<file path="src/rtl/selfcheck_sequencer_if.sv">
// rtl/selfcheck_sequencer_if.sv - harness/sequencer signal bundle
// master is the test harness side, slave is the sequencer side.
interface selfcheck_sequencer_if;
  logic        start;
  logic        hold;
  logic [63:0] result;
  logic [31:0] stim;
  logic [63:0] crc;
  logic [63:0] sum;
  logic [31:0] cyc;
  logic        busy;
  logic        done;
  logic        pass;
  logic        fail;

  modport master (
    output start, hold, result,
    input  stim, crc, sum, cyc, busy, done, pass, fail
  );

  modport slave (
    input  start, hold, result,
    output stim, crc, sum, cyc, busy, done, pass, fail
  );
endinterface

</file>
<file path="src/rtl/selfcheck_sequencer.sv">
// rtl/selfcheck_sequencer.sv - LFSR stimulus generator and signature checker
// Drives stim from an LFSR, folds the DUT result into a signature, checks both at LAST_CYC.
module selfcheck_sequencer #(
  parameter logic [63:0] SEED       = 64'h5aef0c8d_d70a4497,
  parameter int unsigned WARMUP_CYC = 10,
  parameter int unsigned LAST_CYC   = 99,
  parameter logic [63:0] EXP_CRC    = 64'hc77bb9b3784ea091,
  parameter logic [63:0] EXP_SUM    = 64'h4afe43fb79d7b71e
) (
  input logic                  clk,
  input logic                  reset,
  selfcheck_sequencer_if.slave bus
);

  typedef enum logic [2:0] {
    IDLE   = 3'd0,
    SETUP  = 3'd1,
    WARMUP = 3'd2,
    RUN    = 3'd3,
    CHECK  = 3'd4,
    DONE   = 3'd5
  } state_t;

  state_t      state, state_nx;
  logic [63:0] crc_q, crc_nx;
  logic [63:0] sum_q, sum_nx;
  logic [31:0] cyc_q, cyc_nx;
  logic        pass_q, pass_nx;
  logic        fail_q, fail_nx;
  logic        match;

  function automatic logic [63:0] lfsr_step(input logic [63:0] x);
    return {x[62:0], x[63] ^ x[2] ^ x[0]};
  endfunction

  assign match = (crc_q == EXP_CRC) && (sum_q == EXP_SUM);

  always_ff @(posedge clk or posedge reset) begin
    if (reset) begin
      state  <= IDLE;
      crc_q  <= '0;
      sum_q  <= '0;
      cyc_q  <= '0;
      pass_q <= 1'b0;
      fail_q <= 1'b0;
    end else begin
      state  <= state_nx;
      crc_q  <= crc_nx;
      sum_q  <= sum_nx;
      cyc_q  <= cyc_nx;
      pass_q <= pass_nx;
      fail_q <= fail_nx;
    end
  end

  always_comb begin
    state_nx = state;
    crc_nx   = crc_q;
    sum_nx   = sum_q;
    cyc_nx   = cyc_q;
    pass_nx  = pass_q;
    fail_nx  = fail_q;
    case (state)
      IDLE: begin
        if (bus.start) begin
          state_nx = SETUP;
          cyc_nx   = '0;
        end
      end
      SETUP: begin
        if (!bus.hold) begin
          crc_nx   = SEED;
          sum_nx   = '0;
          cyc_nx   = 32'd1;
          state_nx = (WARMUP_CYC == 32'd1) ? RUN : WARMUP;
        end
      end
      WARMUP: begin
        if (!bus.hold) begin
          crc_nx = lfsr_step(crc_q);
          sum_nx = '0;
          cyc_nx = cyc_q + 32'd1;
          if (cyc_q + 32'd1 == WARMUP_CYC) state_nx = RUN;
        end
      end
      RUN: begin
        if (!bus.hold) begin
          crc_nx = lfsr_step(crc_q);
          sum_nx = bus.result ^ lfsr_step(sum_q);
          cyc_nx = cyc_q + 32'd1;
          if (cyc_q + 32'd1 == LAST_CYC) state_nx = CHECK;
        end
      end
      CHECK: begin
        // Compares the pre-edge values; crc and sum stay frozen from here on.
        pass_nx  = match;
        fail_nx  = !match;
        state_nx = DONE;
      end
      DONE: begin
        if (bus.start) begin
          state_nx = SETUP;
          cyc_nx   = '0;
          pass_nx  = 1'b0;
          fail_nx  = 1'b0;
        end
      end
      default: state_nx = IDLE;
    endcase
  end

  assign bus.stim = crc_q[31:0];
  assign bus.crc  = crc_q;
  assign bus.sum  = sum_q;
  assign bus.cyc  = cyc_q;
  assign bus.busy = (state == SETUP) || (state == WARMUP) || (state == RUN) || (state == CHECK);
  assign bus.done = (state == DONE);
  assign bus.pass = pass_q;
  assign bus.fail = fail_q;

endmodule
</file>
<file path="src/flat_wrapper.sv">
// flat-port wrapper written by rule: the top's interface ports become plain ports
module selfcheck_sequencer_flat 
#(
  parameter logic [63:0] SEED       = 64'h5aef0c8d_d70a4497,
  parameter int unsigned WARMUP_CYC = 10,
  parameter int unsigned LAST_CYC   = 99,
  parameter logic [63:0] EXP_CRC    = 64'hc77bb9b3784ea091,
  parameter logic [63:0] EXP_SUM    = 64'h4afe43fb79d7b71e
)
  (clk, reset, bus_start, bus_hold, bus_result, bus_stim, bus_crc, bus_sum, bus_cyc, bus_busy, bus_done, bus_pass, bus_fail);
  selfcheck_sequencer_if bus_i ();
  input logic clk;
  input logic reset;
  input wire logic [$bits(bus_i.start)-1:0] bus_start;
  input wire logic [$bits(bus_i.hold)-1:0] bus_hold;
  input wire logic [$bits(bus_i.result)-1:0] bus_result;
  output wire logic [$bits(bus_i.stim)-1:0] bus_stim;
  output wire logic [$bits(bus_i.crc)-1:0] bus_crc;
  output wire logic [$bits(bus_i.sum)-1:0] bus_sum;
  output wire logic [$bits(bus_i.cyc)-1:0] bus_cyc;
  output wire logic [$bits(bus_i.busy)-1:0] bus_busy;
  output wire logic [$bits(bus_i.done)-1:0] bus_done;
  output wire logic [$bits(bus_i.pass)-1:0] bus_pass;
  output wire logic [$bits(bus_i.fail)-1:0] bus_fail;
  assign bus_i.start = bus_start;
  assign bus_i.hold = bus_hold;
  assign bus_i.result = bus_result;
  assign bus_stim = bus_i.stim;
  assign bus_crc = bus_i.crc;
  assign bus_sum = bus_i.sum;
  assign bus_cyc = bus_i.cyc;
  assign bus_busy = bus_i.busy;
  assign bus_done = bus_i.done;
  assign bus_pass = bus_i.pass;
  assign bus_fail = bus_i.fail;
  selfcheck_sequencer #(.SEED(SEED), .WARMUP_CYC(WARMUP_CYC), .LAST_CYC(LAST_CYC), .EXP_CRC(EXP_CRC), .EXP_SUM(EXP_SUM)) u_core (.clk(clk), .reset(reset), .bus(bus_i));
endmodule
</file>
<file path="config.mk">
export PLATFORM = sky130hd
export DESIGN_NAME = selfcheck_sequencer_flat
export DESIGN_NICKNAME = d
export VERILOG_FILES = /design/src/rtl/selfcheck_sequencer_if.sv /design/src/rtl/selfcheck_sequencer.sv /design/src/flat_wrapper.sv
export SDC_FILE = /design/constraint.sdc
export NUM_CORES = 1
export LEC_CHECK = 0
export ABC_AREA = 1
export BUFFER_PORTS_ARGS = -buffer_cell sky130_fd_sc_hd__buf_4
export CAP_MARGIN = 20
export CORE_UTILIZATION = 35
export DETAILED_ROUTE_END_ITERATION = 8
export PLACE_DENSITY = 0.68
export SLEW_MARGIN = 20
export SYNTH_ARGS = -nofsm -noshare
export SYNTH_HDL_FRONTEND = slang
export SYNTH_SLANG_ARGS = --single-unit
</file>
<file path="constraint.sdc">
create_clock -name clk -period 5.5 [get_ports clk]
set_clock_uncertainty 0.15 [all_clocks]
set_input_delay 0.275 -clock clk [delete_from_list [all_inputs] [get_ports clk]]
set_output_delay 0.275 -clock clk [all_outputs]
set_load 0.05 [all_outputs]
</file>
== After elaboration in Yosys (flattened, before gate mapping) ==
Index checks and enable logic that the tools add are counted.
Word-level totals
  logic and storage cells: 68
  register bits after elaboration: 165
  output and inout port bits: 196
Cells by class
  reduce and logical (&&, ||, !) cells: 18
  add/sub/neg operators: 1
  eq/ne operators: 18
  multiplexer cells: 20
  bitwise gates (word level): 5
Operator list (number)
  $mux 64: 4
  $pmux 64 s2: 2
  $mux 32: 3
  $pmux 32 s3: 1
  $eq 64x63->1 const B: 1
  $eq 64x64->1 const B: 1
  $xor 64x64->64: 1
  $add 32x1->32 const B: 1
  $eq 32x4->1 const B: 1
  $eq 32x7->1 const B: 1
  $mux 3: 6
  $pmux 3 s5: 1
  $ne 2x2->1 const B: 6
  $eq 3x2->1 const B: 2
  $eq 3x3->1 const B: 2
  $ne 2x1->1 const B: 3
  $reduce_and 3->1: 2
  $reduce_and 6->1: 1
  $reduce_bool 2->1: 3
  $reduce_or 2->1: 3
  $pmux 1 s2: 2
  $reduce_and 4->1: 1
  $xor 1x1->1: 4
  $eq 3x1->1 const B: 1
  7 further kinds: 9

== Longest topological paths before layout ==
  depth after elaboration: 5
  depth in mapped cells: 16
  depth with buffers taken out: 16

== Worst setup path before layout ==
Ideal clock, no wire load.
  kind: reg-to-reg
  from: reg u_core.cyc_q[1], in the netlist u_core.bus.cyc[1]
  to: reg u_core.state[0]
  required time: 5.233 ns
  period minus slack after synthesis: 2.427 ns
  stages on the path, launching flop included: 14
  library setup time: 0.117 ns
  arrival time: 2.160 ns
  path slack: 3.073 ns
  cells stage by stage: dfrtp_1 ha_1 nand3_2 inv_2 nand2_4 nor2_4 nand2_1 xor2_1 nor3_2 nand3_1 nand2_2 nand2_1 nand2_1 nand2_1
On the way
  longest elaborated chain between the ends: 4
  elaborated cells between the ends (all ways): 6
  classes of those cells: add/sub: 1; eq/ne: 4; reduce/logical: 1
RTL lines
  start: declaration: RTL line selfcheck_sequencer.sv:27  | logic [31:0] cyc_q, cyc_nx;
  start signal: assignment: RTL line selfcheck_sequencer.sv:50  | cyc_q <= cyc_nx;
  $add 32x1->32 *: RTL line selfcheck_sequencer.sv:83, selfcheck_sequencer.sv:91
  $eq 32x4->1 / $eq 32x7->1 (equally long branches): RTL line selfcheck_sequencer.sv:83, selfcheck_sequencer.sv:91
  $ne 2x1->1 (no source line)
  $reduce_and 6->1 (no source line) *
  end signal: assignment: RTL line selfcheck_sequencer.sv:47  | state <= state_nx;
  end: declaration: RTL line selfcheck_sequencer.sv:24  | state_t state, state_nx;
Mark *: on every way between the ends. The rest lies on a longest branch, timed or not.
A chain may end at the register's enable or synchronous reset.

== Final worst setup path ==
  from: reg u_core.state[2]
  to: reg u_core.cyc_q[5], in the netlist u_core.bus.cyc[5]
On the way
  longest elaborated chain between the ends: 4
  elaborated cells between the ends (all ways): 13
  classes of those cells: eq/ne: 7; mux: 1; reduce/logical: 5
RTL lines
  $eq 3x3->1, or another cell as far along: RTL line selfcheck_sequencer.sv:63  | case (state)
  $reduce_or 2->1 (no source line)
  $ne 2x1->1 (no source line), or another cell as far along
  $reduce_and 4->1 (no source line)
Several ways; a longest one is shown, not always the timed one.

==> results <==
- The largest total area in the synthesized netlist belongs to dfrtp_1.
- The netlist area before placement is 8790 um2.
- The worst slew margin relative to its limit is between 40% and 50%.
- The post-layout net count is about 1.5k.
- The internal reg-to-reg setup slack is about 2.8 ns.
- The slowest stage of the critical path belongs to the cell dfrtp_1.
- The site row count is 57.
- Setup repair after global routing left no endpoint under its margin.
- The per-cell via count in the routed design is slightly below 5.
- The level count of the clock H-tree is 4.
- The most common library cell in the layout ignoring fill and taps is buf_4.
- The quantity of gates resized following cts is 0.
- The TritonCTS sink count is between 150 and 200.
- The worst-case reg-to-reg path depth is 7.
- The number of warning messages in the yosys log is 0.
- For this block, the via count after detailed routing is approximately 8.5k.
- For hold timing, the worst endpoint is u_core.bus.sum[9]$_DFFE_PP0P_.
- The first-pass detailed-route iteration total is 6.
- Counting flops with a built-in enable in the synthesized netlist gives 0.
- The count of buffers from port buffering is roughly 260.
- around 260 I/O pins were placed.
- In this run the critical register-to-register path is captured at u_core.bus.cyc[5]$_DFFE_PP0P_.
- The launch instance of the worst register-to-register path is u_core.state[2]$_DFFE_PP0P_.
- The flow ran to the end, and the final reports show no timing, DRC or antenna violations.
- For this run, the share of the core covered by cells in the final layout is between 40% and 50%.
- The max capacitance violation total is 0.
- The routed design has between 20000 and 30000 um of wire.
- The via count of the first global-routing pass is approximately 8.0k.
- The netlist uses 32 different library cells.
- The total leakage power is about 5.7 nW.
- Setup violations remaining at the end of the flow were counted as 0.
- The cell depth of the worst min-delay path is 4.
- The maximum vdd drop is between 0.4 and 0.5 mV.
- The aggregate global routing overflow is 0.
- The total global routing track utilization is about a fifth.
- The share of layout cells above drive strength 1 is ~28%.
- The launch point of the worst hold path is bus_result[9].
- In the layout the commonest cells are buf_4 (270), nand2_1 (248), dfrtp_1 (165), inv_1 (144), o21ai_0 (87).
- The critical path class is reg -> reg.
- The die outline area is about 26000 um2.
- The root cell of the clock tree is clkbuf_16.
- The clock passes through at most 2 buffers.
- The count of final hold-check violations is 0.
- The clock slew seen by the registers of the worst setup and hold paths is ~0.070 ns.
- The worst path uses roughly half of the clock period.
- The half-perimeter wire length of the detailed placement result is 19100 um.
- Together, buffers and inverters on the worst path number 4.
- The die is 160 um tall.
- The first routing iteration left between 600 and 700 violations.
- The maximum fanout count along the critical path is 49.
- The weighted congestion at the end of routability-driven global placement is 0.883.
- The share of the Yosys chip area taken by registers is between 40% and 50%.
- The TritonCTS clock tree is built.
- The average cell area after synthesis is between 7 and 8 um2.
- Data on the critical path arrives at its endpoint at a little under 3 ns.
- The residual DRC count is 0.
- TritonCTS created 17 clock buffers.
- Static timing analysis puts the maximum clock frequency at between 300 and 400 MHz.
- For this run, the slowest stage of the critical path takes about 0.47 ns.
- The number of pins exceeding their max-slew limit in the final report was 0.
- In the final timing run, aggregate negative setup slack is 0 ns.
- The cell count after synthesis came out at about 1.1k.
- The first global-routing pass estimated 41900 um of wire.
- STA classifies the critical path endpoint as a flop.
- At the pin with the least slew margin, the transition time is 0.873 ns.
- The later pin in the worst-skew pair is clocked with a latency of 0.42 ns.
- The post-synthesis async set-or-reset flop share is between 90% and 100%.
- The number of antenna violations at the first check in global routing came to 0.
- The initial core utilization is a little over a third.
- The average detailed-routed wire length per instance is ~15 um.
- For the finished layout, the period the worst path requires is 2.71 ns.
- The worst hold path class is in -> reg.
- In this run the standard cell core region covers about 24000 um2.
- In this design, the largest share of critical-path delay is due to buffers and inverters.
- The die span in x is ~160 um.
- The layout-stage area growth over the synthesis result is 36.7%.
- The main flop type after synthesis is dfrtp_1.
- The area share of the leading cell type in the synthesized netlist is between 40% and 50%.
- The remaining number of nets flagged by the antenna check after routing is 0.
- The synthesized design contains roughly 170 register bits.
- Sorting the synthesized cells by area gives the leading types as dfrtp_1 (47%), nand2_1 (11%), inv_1 (6.2%), o21ai_0 (5.0%), or2_2 (4.5%).
- At the worst endpoint, the required time is ~5.7 ns.
- Traced cell by cell, the critical path runs through nor2_1 > inv_1 > nor2_4 > buf_4 > inv_1 > buf_4 > o22ai_1.
- The worst setup path is launched from a flop.
- The total nets after synthesis is between 1k and 1.5k.
- Entering global routing, the biggest net connects 83 pins.
- The power per standard cell area is roughly 700 nW/um2.
- The total inserted antenna cells is 0.
- The layout has 2322 filler cells.
==> metrics by stage <==
stage / power [W] / setup slack (ns) / hold slack [ns] / std cells / cell area (um2)
2_1_floorplan: 0.00561 / 0.613 / 0.317 / 1111 / 8790
3_3_place_gp: 0.00694 / 2.89 / 0.144 / 1633 / 10800
3_5_place_dp: 0.00699 / 2.84 / 0.144 / 1633 / 10800
4_1_cts: 0.00838 / 2.81 / 0.000578 / 1716 / 12000
5_1_grt: 0.00877 / 2.56 / 0.0197 / 1717 / 12000
6_report: 0.00836 / 2.79 / 0.0113 / 1717 / 12000
==> sequential cells by signal, indices dropped and copies added (netlist names) <==
register,cells
u_core.bus.pass,1
u_core.bus.cyc,32
u_core.bus.crc,64
u_core.bus.fail,1
u_core.state,3
u_core.bus.sum,64
==> routing by layer <==
layer / track usage, % / up-vias / part of all wire (%)
met3: 4.52 / 39 / 6.0
met1: 27.0 / 3970 / 43
met2: 33.8 / 291 / 49
li1: - / 4153 / -
met5: 0 / - / 0
met4: 7.49 / 0 / 2.3
==> tightest hold or removal path, cell delays in order <==
cell     delay [ns]
buf_4          0.08
nand2_1        0.04
nand3_1        0.07
o21ai_0        0.07
==> worst max-delay path by stage <==
stage / depth (start not counted) / slack, ns / startpoint / end
floorplan: 1 / 0.61 / reset / u_core.bus.crc[0]$_DFFE_PP0P_
global placement: 7 / 2.89 / u_core.state[2]$_DFFE_PP0P_ / u_core.bus.cyc[16]$_DFFE_PP0P_
detailed placement: 7 / 2.84 / u_core.state[2]$_DFFE_PP0P_ / u_core.bus.cyc[5]$_DFFE_PP0P_
CTS: 7 / 2.81 / u_core.state[2]$_DFFE_PP0P_ / u_core.bus.cyc[5]$_DFFE_PP0P_
global route: 7 / 2.56 / u_core.state[2]$_DFFE_PP0P_ / u_core.bus.cyc[2]$_DFFE_PP0P_
finish: 7 / 2.79 / u_core.state[2]$_DFFE_PP0P_ / u_core.bus.cyc[5]$_DFFE_PP0P_
==> cell families (layout without fill, tap and decap cells) <==
kind of cell,Yosys count,after routing,synth area share [%]
fa+ha+maj,3,3,0.427
flops,165,165,47.0
buf+inv,220,502,10.9
compound gates,181,181,12.0
simple gates,530,530,28.5
xor+xnor,12,12,1.20
==> report_power, final <==
part	internal, W	total [W]	switching [W]
clock	0.000812	0.00134	0.000526
combinational	0.00133	0.00471	0.00338
sequential	0.00171	0.00231	0.000604
==> layout make-up <==
cell class	instances	area, um2	share of cell area, %
inverters	148	562	4.67
well taps	324	405	3.37
flip-flops and latches	165	4130	34.4
clock buffers	17	425	3.54
multi-input cells	726	3720	31.0
clock inverters	15	226	1.88
repair buffers	322	2550	21.2
==> cells in the mapped netlist (2+ instances only) <==
cell type    n
o21ai_0     87
buf_1        5
nand2_2      3
inv_1      146
a21oi_1      4
dfrtp_1    165
xor2_1      11
clkbuf_1    29
o21ai_1     12
inv_2        2
a22oi_1     32
or2_2       63
buf_4       33
nand4_1     42
nor2_4       8
nor4_1      19
buf_2        5
ha_1         3
o22ai_1     43
nor2_1      67
nor2_2       3
nand2_4      3
nand3_1     67
nor3_1       3
nand2_1    248
nand3_2      2
==> what timing repair did <==
action / CTS / global route
hold buffers: 51 / 0
hold endpoints to repair: 86 / 0
setup buffers: 0 / 0
Power figures use the tool's default switching activity.
